**config.mk**
```make
export PLATFORM = sky130hd
export DESIGN_NAME = serial2parallel
export DESIGN_NICKNAME = d
export VERILOG_FILES = /design/src/rtl/serial2parallel.sv
export SDC_FILE = /design/constraint.sdc
export NUM_CORES = 1
export LEC_CHECK = 0
export BUFFER_PORTS_ARGS = -buffer_cell sky130_fd_sc_hd__buf_4
export CORE_MARGIN = 10
export CORE_UTILIZATION = 45
export DETAILED_ROUTE_END_ITERATION = 7
export PLACE_DENSITY = 0.69
export SETUP_SLACK_MARGIN = 0.4
export SLEW_MARGIN = 20
export SYNTH_ARGS = -nofsm -noshare
export SYNTH_HDL_FRONTEND = slang
export SYNTH_SLANG_ARGS = --single-unit
```
**constraint.sdc**
```tcl
create_clock -name clk -period 1.9 [get_ports clk]
set_input_delay 0.38 -clock clk [delete_from_list [all_inputs] [get_ports clk]]
set_output_delay 0.38 -clock clk [all_outputs]
set_load 0.1 [all_outputs]
```
**src/rtl/serial2parallel.sv**
```systemverilog
// Serial-to-parallel deserialiser: rebuilds N-bit words from a framed bit stream
// and presents them on a valid/ready port, flagging malformed frames and overruns.
module serial2parallel #(
  parameter int unsigned N         = 8,
  parameter bit          LSB_FIRST = 1'b1
) (
  input  logic         clk,
  input  logic         reset,
  input  logic         d,
  input  logic         serial_start,
  input  logic         serial_end,
  output logic [N-1:0] data_out,
  output logic         data_valid,
  input  logic         data_ready,
  output logic         frame_err,
  output logic         overrun,
  output logic [3:0]   bit_count
);

  localparam int unsigned IW = (N > 2) ? $clog2(N) : 1;
  localparam logic [3:0]  LAST = 4'(N - 1);
  localparam logic [IW-1:0] FIRST_POS = LSB_FIRST ? IW'(0) : IW'(N - 1);

  localparam logic [0:0] IDLE  = 1'b0;
  localparam logic [0:0] SHIFT = 1'b1;

  logic [0:0]   state, state_n;
  logic [N-1:0] shift_q, shift_n;
  logic [3:0]   cnt_n;
  logic [N-1:0] out_n;
  logic         valid_n, ferr_n, ovr_n;
  logic         good_c;
  logic [IW-1:0] pos_c;
  logic [N-1:0] word_c, first_c;

  // Next-state, bit capture and output-port handshake
  always_comb begin
    state_n = state;
    shift_n = shift_q;
    cnt_n   = bit_count;
    out_n   = data_out;
    valid_n = data_valid;
    ferr_n  = 1'b0;
    ovr_n   = 1'b0;
    good_c  = 1'b0;

    pos_c = LSB_FIRST ? IW'(bit_count) : IW'(LAST - bit_count);
    word_c = shift_q;
    word_c[pos_c] = d;
    first_c = '0;
    first_c[FIRST_POS] = d;

    if (state == IDLE) begin
      if (serial_start) begin
        shift_n = first_c;
        cnt_n   = 4'd1;
        state_n = SHIFT;
      end
    end else begin
      if (serial_start) begin
        ferr_n  = 1'b1;
        shift_n = first_c;
        cnt_n   = 4'd1;
      end else if (serial_end) begin
        state_n = IDLE;
        cnt_n   = 4'd0;
        shift_n = '0;
        if (bit_count == LAST) good_c = 1'b1;
        else                   ferr_n = 1'b1;
      end else if (bit_count == LAST) begin
        ferr_n  = 1'b1;
        state_n = IDLE;
        cnt_n   = 4'd0;
        shift_n = '0;
      end else begin
        shift_n = word_c;
        cnt_n   = bit_count + 4'd1;
      end
    end

    // The output slot is free if empty or being drained this very cycle
    if (good_c) begin
      if (!data_valid || data_ready) begin
        out_n   = word_c;
        valid_n = 1'b1;
      end else begin
        ovr_n = 1'b1;
      end
    end else if (data_valid && data_ready) begin
      valid_n = 1'b0;
    end
  end

  always_ff @(posedge clk) begin
    if (reset) begin
      state      <= IDLE;
      shift_q    <= '0;
      bit_count  <= 4'd0;
      data_out   <= '0;
      data_valid <= 1'b0;
      frame_err  <= 1'b0;
      overrun    <= 1'b0;
    end else begin
      state      <= state_n;
      shift_q    <= shift_n;
      bit_count  <= cnt_n;
      data_out   <= out_n;
      data_valid <= valid_n;
      frame_err  <= ferr_n;
      overrun    <= ovr_n;
    end
  end

endmodule

```
# Yosys cells after proc, flatten, opt, wreduce, memory -nomap -nowiden
# Cells that the tools add are included.
[totals] reg_bits=24 in_bits=6 output_inout_bits=15 elab_cells=52
[classes] addsub=1 magnitude_cmp=2 n_eq_ne=2 mux=28 n_bitwise=2 reduce_logical=10
[op_table] op="$mux W8" count=5
[op_table] op="$mux W4" count=5
[op_table] op="$mux W1" count=16
[op_table] op="$bwmux W8" count=1
[op_table] op="$add A4 B1 Y4 const B" count=1
[op_table] op="$eq A4 B3 Y1 const B" count=1
[op_table] op="$lt A3 B4 Y1 const B" count=1
[op_table] op="$reduce_and A2 Y1" count=2
[op_table] op="$reduce_bool A2 Y1" count=2
[op_table] op="$reduce_or A2 Y1" count=2
[op_table] op="$demux W1 S3" count=1
[op_table] op="$ge A3 B1 Y1 const B" count=1
[op_table] op="$logic_and A1 B1 Y1" count=2
[op_table] op="$ne A2 B1 Y1 const B" count=1
[op_table] op="$not A1 Y1" count=2
[op_table] op="$logic_not A1 Y1" count=1
[op_table] op="$logic_or A1 B1 Y1" count=1

# Depth between registers and ports, before layout
# Gate-level depths: netlist of run 1.
[depth] ltp_word=9 ltp_mapped=9 ltp_nobuf=7

# Worst setup path after synthesis of run 1
# Ideal clock, no wire load.
[synth_path] kind="flip-flop to flip-flop" from="reg bit_count[2]" to="reg data_out[3]" setup_time_ns=0.137 arrival_time_ns=2.312 t_required_ns=1.763 path_slack_ns=-0.549 stages_incl_launch_ff=10 n_path_buf=3 synth_period_minus_slack_ns=2.449 path_cell_list="dfxtp_1 > buf_2 > nand3b_1 > inv_1 > ha_1 > and3b_1 > buf_6 > and2_4 > buf_6 > a211oi_2"
[synth_between] elab_chain_cells=6 word_cells_on_any_way=12 cone_classes="order compare: 2; eq/ne: 1; mux: 7; reduce/logical: 2"
[synth_lines] item="start: declaration" line_no="17" source="output logic [3:0] bit_count"
[synth_lines] item="start signal: assignment" line_no="106" source="bit_count <= cnt_n;"
[synth_lines] item="branches (longest 6 deep; another with $lt A3 B4 Y1)"
[synth_lines] item="end signal: assignment" line_no="107" source="data_out <= out_n;"
[synth_lines] item="end: declaration" line_no="12" source="output logic [N-1:0] data_out,"
# Several ways; the timed one is not identified.
# A chain may end at the register's enable or synchronous reset.

# Final worst setup path of run 1
[layout_path] from="reg bit_count[1]" to="reg data_out[2]"
# Same word-level chain as after synthesis.

==> flow_metrics.env, run 1 <==
export IMPL_status="complete, no violations"
export IMPL_yosys_warnings=0
export IMPL_avgSynthCellArea_um2=9.68
export IMPL_drv_cap=0
export IMPL_cts_root_buf="clkbuf_4"
export IMPL_nets=159
export IMPL_synthFlopType="dfxtp_1"
export IMPL_required_ns=2.16
export IMPL_setup_viol=0
export IMPL_p_clk_share_pct=34.4
export IMPL_clock_sinks=24
export IMPL_drt_wl_total_mm=2.93
export IMPL_antenna_found_initial=0
export IMPL_synthDominantCellAreaShare_pct=40.7
export IMPL_port_buffers=20
export IMPL_path_clk_slew_ns=0.14
export IMPL_path_max_fanout=8
export IMPL_fin_skew_ns=0.0110
export IMPL_dpl_hpwl_mm=1.85
export IMPL_relSlewSlack_pct=58.4
export IMPL_synth_edf_count=0
export IMPL_fp_dieW_um=71.2
export IMPL_power_uw=944
export IMPL_synthArstFlopShare_pct=0
export IMPL_syn_nets=131
export IMPL_htreeDepth=1
export IMPL_drv_slew=0
export IMPL_dr_total_vias=1034
export IMPL_grt_setup_unrepaired="yes"
export IMPL_start_util_pct=47.2
export IMPL_synth_yosys_seq_area_share_pct=40.7
export IMPL_area_delta_synth_final_pct=31.8
export IMPL_drtPass1Iterations=4
export IMPL_timing_hold_violations_final=0
export IMPL_grt_use_total_pct=11.2
export IMPL_drc=0
export IMPL_powerDensity_nw_per_um2=607
export IMPL_grt_pass1_vias=1009
export IMPL_ff2ff_path_depth=7
export IMPL_clockBufferDepth=2
export IMPL_synth_area_top_cells="dfxtp_1 (41%), a211oi_2 (8.5%), nand3b_1 (7.6%), mux2i_1 (6.8%), a21oi_1 (5.1%)"
export IMPL_ys_types=28
export IMPL_grt_pass1_wl_mm=4.81
export IMPL_fmax_mhz=619
export IMPL_cts_made_buffers=3
export IMPL_core_um2=2500
export IMPL_num_antenna_cells=0
export IMPL_ant_nets=0
export IMPL_worst_pin_slew_ns=0.622
export IMPL_p_seq_share_pct=54.2
export IMPL_worstSetupPathType="reg -> reg"
export IMPL_synth_top_cell_by_area="dfxtp_1"
export IMPL_final_cell_area_um2=1560
export IMPL_min_path_type="in -> reg"
export IMPL_arrival_ns=1.88
export IMPL_hold_depth=2
export IMPL_fin_hold_ws_ns=0.327
export IMPL_leakage_uw=0.000592
export IMPL_gp_congestion=0.744
export IMPL_grt_max_degree=27
export IMPL_cts_hold_fix_buffers=0
export IMPL_die_height_um=71.2
export IMPL_grt_overflow_total=0
export IMPL_final_core_util_pct=62.3
export IMPL_syn_area_um2=1180
export IMPL_die_area_um2=5070
export IMPL_cts_tree="done"
export IMPL_p_switching_uw=238
export IMPL_peakVddDrop_v=0.000461
export IMPL_ys_top_cells_by_count="dfxtp_1 (24), a21oi_1 (12), nand3b_1 (12)"
export IMPL_drive_gt1_share_pct=43.6
export IMPL_fin_setup_tns_ns=0
export IMPL_combPwrFrac_pct=11.4
export IMPL_cp_top_family="simple AND/OR/NAND/NOR gates"
export IMPL_min_period_ns=1.61
export IMPL_ios=21
export IMPL_insertion_delay_ns=0.32
export IMPL_critPathBufInv=1
export IMPL_path_cells="ha_4 -> nand3b_1 -> inv_1 -> ha_2 -> and3b_2 -> and2_4 -> a211oi_2"
export IMPL_layout_worst_path_cycle_share_pct=85.0
export IMPL_critPathCaptureType="flop"
export IMPL_crit_path_top_delay_cell="dfxtp_4"
export IMPL_place_area_um2=1340
export IMPL_slowest_delay_ns=0.38
export IMPL_rows=18
export IMPL_drt_iter0_markers=93
export IMPL_synthCells=122
export IMPL_intPower_uw=706
export IMPL_start_kind="flop"
export IMPL_synth_seq_cells=24
export IMPL_cp_num_cells=7
export IMPL_sw_frac_of_total_pct=25.2
export IMPL_vias_per_cell=5.78
export IMPL_avgRoutedWirePerCell_um=16.4
export IMPL_synth_most_common_cell="dfxtp_1"
## metrics by stage
step,instances,setup slack [ns]
2_1_floorplan,122,0.0154
3_3_place_gp,162,0.203
3_5_place_dp,162,0.156
4_1_cts,176,0.302
5_1_grt,179,0.197
6_report,179,0.286
## power groups by stage
stage          clock network, uW  logic [uW]  registers [uW]
6_report                     324         108             512
3_3_place_gp                   0        85.1             527
3_5_place_dp                   0        86.2             527
4_1_cts                      331        98.7             511
5_1_grt                      359         114             513
2_1_floorplan                  0        52.0             540
## cell type report
| type | count | area (um2) |
|---|---|---|
| multi-input cells | 85 | 692 |
| clock buffers | 4 | 47.5 |
| well taps | 30 | 37.5 |
| flip-flops and latches | 24 | 498 |
| fillers | 213 | 943 |
| inverters | 3 | 11.3 |
| repair buffers | 33 | 270 |
## routing by layer
layer	wire length (um)	global-route usage [%]
met1	1380	14.0
met2	1370	17.8
met3	140	3.17
met4	49	4.30
met5	0	0
## sequential cells by signal, indices dropped and copies added, names as in the netlist
signal      flops
data_out        8
shift_q         8
bit_count       4
data_valid      1
frame_err       1
overrun         1
state           1
## logic make-up after synthesis
family | after synthesis | share of synthesized area [%]
adders and majority gates | 3 | 3.18
and+or+nand+nor | 40 | 22.8
buffers and inverters | 14 | 6.67
DFF | 24 | 40.7
AOI/OAI and AO/OA | 33 | 19.9
muxes | 8 | 6.78
## what timing repair did
item | in CTS | in global routing
resized for setup | 3 | 21
buffers inserted | 9 | 3
cloned | 1 | 0
hold endpoints to repair | 0 | 0
pin swaps | 6 | 13
setup endpoints to repair | 8 | 20
## cell usage in the layout (no fill, tap or decap)
cell	instances
buf_4	27
dfxtp_1	18
nand3b_1	12
mux2i_1	8
a211oi_2	8
a21oi_1	7
o21ai_1	6
buf_6	6
nor3b_1	5
a21oi_2	5
a31oi_1	4
nor3_1	4
dfxtp_4	4
inv_1	3
nor2_1	3
nand4_1	3
clkbuf_4	3
nand2_1	2
nand2b_1	2
and3b_2	2
ha_4	2
dfxtp_2	2
nor3b_4	1
nand4b_1	1
o21ai_0	1
nor2b_1	1
a221oi_1	1
and2_4	1
and3_1	1
nor2_4	1
nor3_2	1
nand3_1	1
o22ai_1	1
ha_2	1
clkbuf_16	1
## worst reg2reg max path, cell delays in order (launching register included)
cell	delay, ns
dfxtp_4	0.38
ha_4	0.15
nand3b_1	0.10
inv_1	0.07
ha_2	0.18
and3b_2	0.24
and2_4	0.21
a211oi_2	0.21
## final timing paths
path                      from           end  slack (ns)
setup / recovery  bit_count[1]   data_out[2]        0.29
hold / removal    serial_start  bit_count[1]        0.33
setup reg to reg  bit_count[1]   data_out[2]        0.29
hold reg to reg     shift_q[2]    shift_q[2]        0.49
No activity file was read; power rests on OpenSTA's default activity.
==> run 2, diff against run 1 <==
- PLACE_DENSITY: 0.69 -> 0.66
- clock period: 1.9 -> 1.58 ns (I/O delays scaled with it)
==> flow_metrics.env, run 2 (synthesis results as in run 1) <==
export IMPL_status="finished, violations left"
export IMPL_violations="setup timing"
export IMPL_gr_usage_met1_pct=15.5
export IMPL_place_area_um2=1390
export IMPL_layout_worst_path_cycle_share_pct=101
export IMPL_busiest_layer="met2"
export IMPL_grt_setup_unrepaired="yes"
export IMPL_critPathLaunch="bit_count[0]"
export IMPL_min_path_type="in -> reg"
export IMPL_layout_common_cells="buf_4 (22), buf_12 (18), nand3b_1 (12), dfxtp_2 (10), dfxtp_1 (9)"
export IMPL_antenna_found_initial=0
export IMPL_insertion_delay_ns=0.32
export IMPL_start_kind="flop"
export IMPL_htreeDepth=1
export IMPL_ff2ff_path_depth=7
export IMPL_grt_use_total_pct=12.3
export IMPL_grt_pass1_wl_mm=5.36
export IMPL_fmax_mhz=624
export IMPL_rows=18
export IMPL_setup_viol=2
export IMPL_ios=21
export IMPL_worst_pin_slew_ns=0.530
export IMPL_cts_hold_fix_buffers=0
export IMPL_core_um2=2500
export IMPL_grtUsageMet3_pct=3.86
export IMPL_ant_nets=0
export IMPL_vias_per_cell=5.72
export IMPL_min_period_ns=1.60
export IMPL_fin_ws_ns=-0.0214
export IMPL_critPathCaptureType="flop"
export IMPL_area_delta_synth_final_pct=64.2
export IMPL_arrival_ns=1.83
export IMPL_path_clk_slew_ns=0.13
export IMPL_multiInputGateArea_um2=772
export IMPL_timing_hold_violations_final=0
export IMPL_die_area_um2=5070
export IMPL_worstSetupPathType="reg -> reg"
export IMPL_r2r_start="bit_count[0]"
export IMPL_leakage_uw=0.000695
export IMPL_dr_total_vias=1086
export IMPL_num_antenna_cells=0
export IMPL_clockBufferDepth=2
export IMPL_avgRoutedWirePerCell_um=17.7
export IMPL_dpl_hpwl_mm=1.95
export IMPL_grt_overflow_total=0
export IMPL_regToRegSetupSlack_ns=-0.02
export IMPL_regArea_um2=512
export IMPL_drtPass1Iterations=4
export IMPL_path_max_fanout=8
export IMPL_drv_slew=0
export IMPL_drt_wl_total_mm=3.37
export IMPL_fillers=153
export IMPL_final_cell_area_um2=1940
export IMPL_port_buffers=20
export IMPL_die_height_um=71.2
export IMPL_grt_pass1_vias=1110
export IMPL_fin_skew_ns=0.0102
export IMPL_crit_end="data_out[6]"
export IMPL_cts_tree="done"
export IMPL_start_util_pct=47.2
export IMPL_drive_gt1_share_pct=61.9
export IMPL_final_common_cell="buf_4"
export IMPL_nets=170
export IMPL_drc=0
export IMPL_grt_max_degree=27
export IMPL_relSlewSlack_pct=64.7
export IMPL_final_core_util_pct=77.6
export IMPL_peakVddDrop_v=0.000658
export IMPL_drt_iter0_markers=144
export IMPL_clock_sinks=24
export IMPL_reg_top3="data_out: 8 flops, shift_q: 8 flops, bit_count: 4 flops"
export IMPL_gp_congestion=0.757
export IMPL_required_ns=1.81
export IMPL_powerDensity_nw_per_um2=584
export IMPL_cts_made_buffers=3
export IMPL_grtUsageMet2_pct=19.8
export IMPL_cts_root_buf="clkbuf_4"
export IMPL_fp_dieW_um=71.2
export IMPL_drv_cap=0
export IMPL_r2r_end="data_out[6]"
==> run 2: cell types whose count changed in the layout (fill, tap and decap cells not counted), sizes merged <==
cell | before | now
buf | 33 | 44
==> run 2: critical path, stage by stage (launching register included) <==
cell and delay [ns]:
dfxtp_4 0.37, ha_4 0.15, nand3b_1 0.12, inv_2 0.06, ha_4 0.16, and3b_2 0.20, and2_4 0.21, a211oi_2 0.25
==> run 2: layer usage <==
metal / vias up / share of wire (%)
met4: 0 / 0.80
li1: 525 / -
met3: 4 / 5.8
met5: - / 0
met1: 532 / 44
met2: 25 / 49
==> run 2: how the worst min path moves through the flow <==
stage                             from            to  slack, ns  cells past startpoint
after floorplan             shift_q[1]    shift_q[1]       0.46                      2
after global placement      shift_q[5]    shift_q[5]       0.47                      2
after detailed placement    shift_q[5]    shift_q[5]       0.47                      2
after CTS                 serial_start  bit_count[1]       0.24                      2
after global routing      serial_start  bit_count[1]       0.26                      2
final                     serial_start  bit_count[1]       0.27                      2
==> run 2: repair_timing <==
| action | in CTS | in global routing |
|---|---|---|
| pin swaps | 18 | 17 |
| setup endpoints to repair | 36 | 38 |
| gates cloned | 1 | 0 |
| buffers inserted | 12 | 5 |
| resized for setup | 81 | 16 |
==> run 2: final cells by class <==
cell class | count | share of cell area, %
Multi-Input combinational cell | 85 | 39.8
Clock buffer | 4 | 1.87
Timing Repair Buffer | 44 | 29.4
Inverter | 3 | 0.581
Sequential cell | 24 | 26.4
Tap cell | 30 | 1.94
==> run 2: power breakdown <==
part | total [uW] | switching [uW] | internal [uW]
Sequential | 616 | 9.30 | 606
Clock | 331 | 190 | 141
Combinational | 185 | 96.8 | 88.7
==> run 2: per-stage QoR <==
| step | setup slack, ns | hold WS [ns] | cells | total power, uW | TNS [ns] |
|---|---|---|---|---|---|
| 5_1_grt | -0.0926 | 0.265 | 190 | 1170 | -0.318 |
| 3_3_place_gp | -0.0195 | 0.467 | 168 | 744 | -0.120 |
| 2_1_floorplan | -0.302 | 0.455 | 122 | 714 | -2.41 |
| 6_report | -0.0214 | 0.275 | 190 | 1130 | -0.0302 |
| 3_5_place_dp | -0.0390 | 0.473 | 168 | 747 | -0.194 |
| 4_1_cts | -0.0100 | 0.241 | 185 | 1120 | -0.0103 |
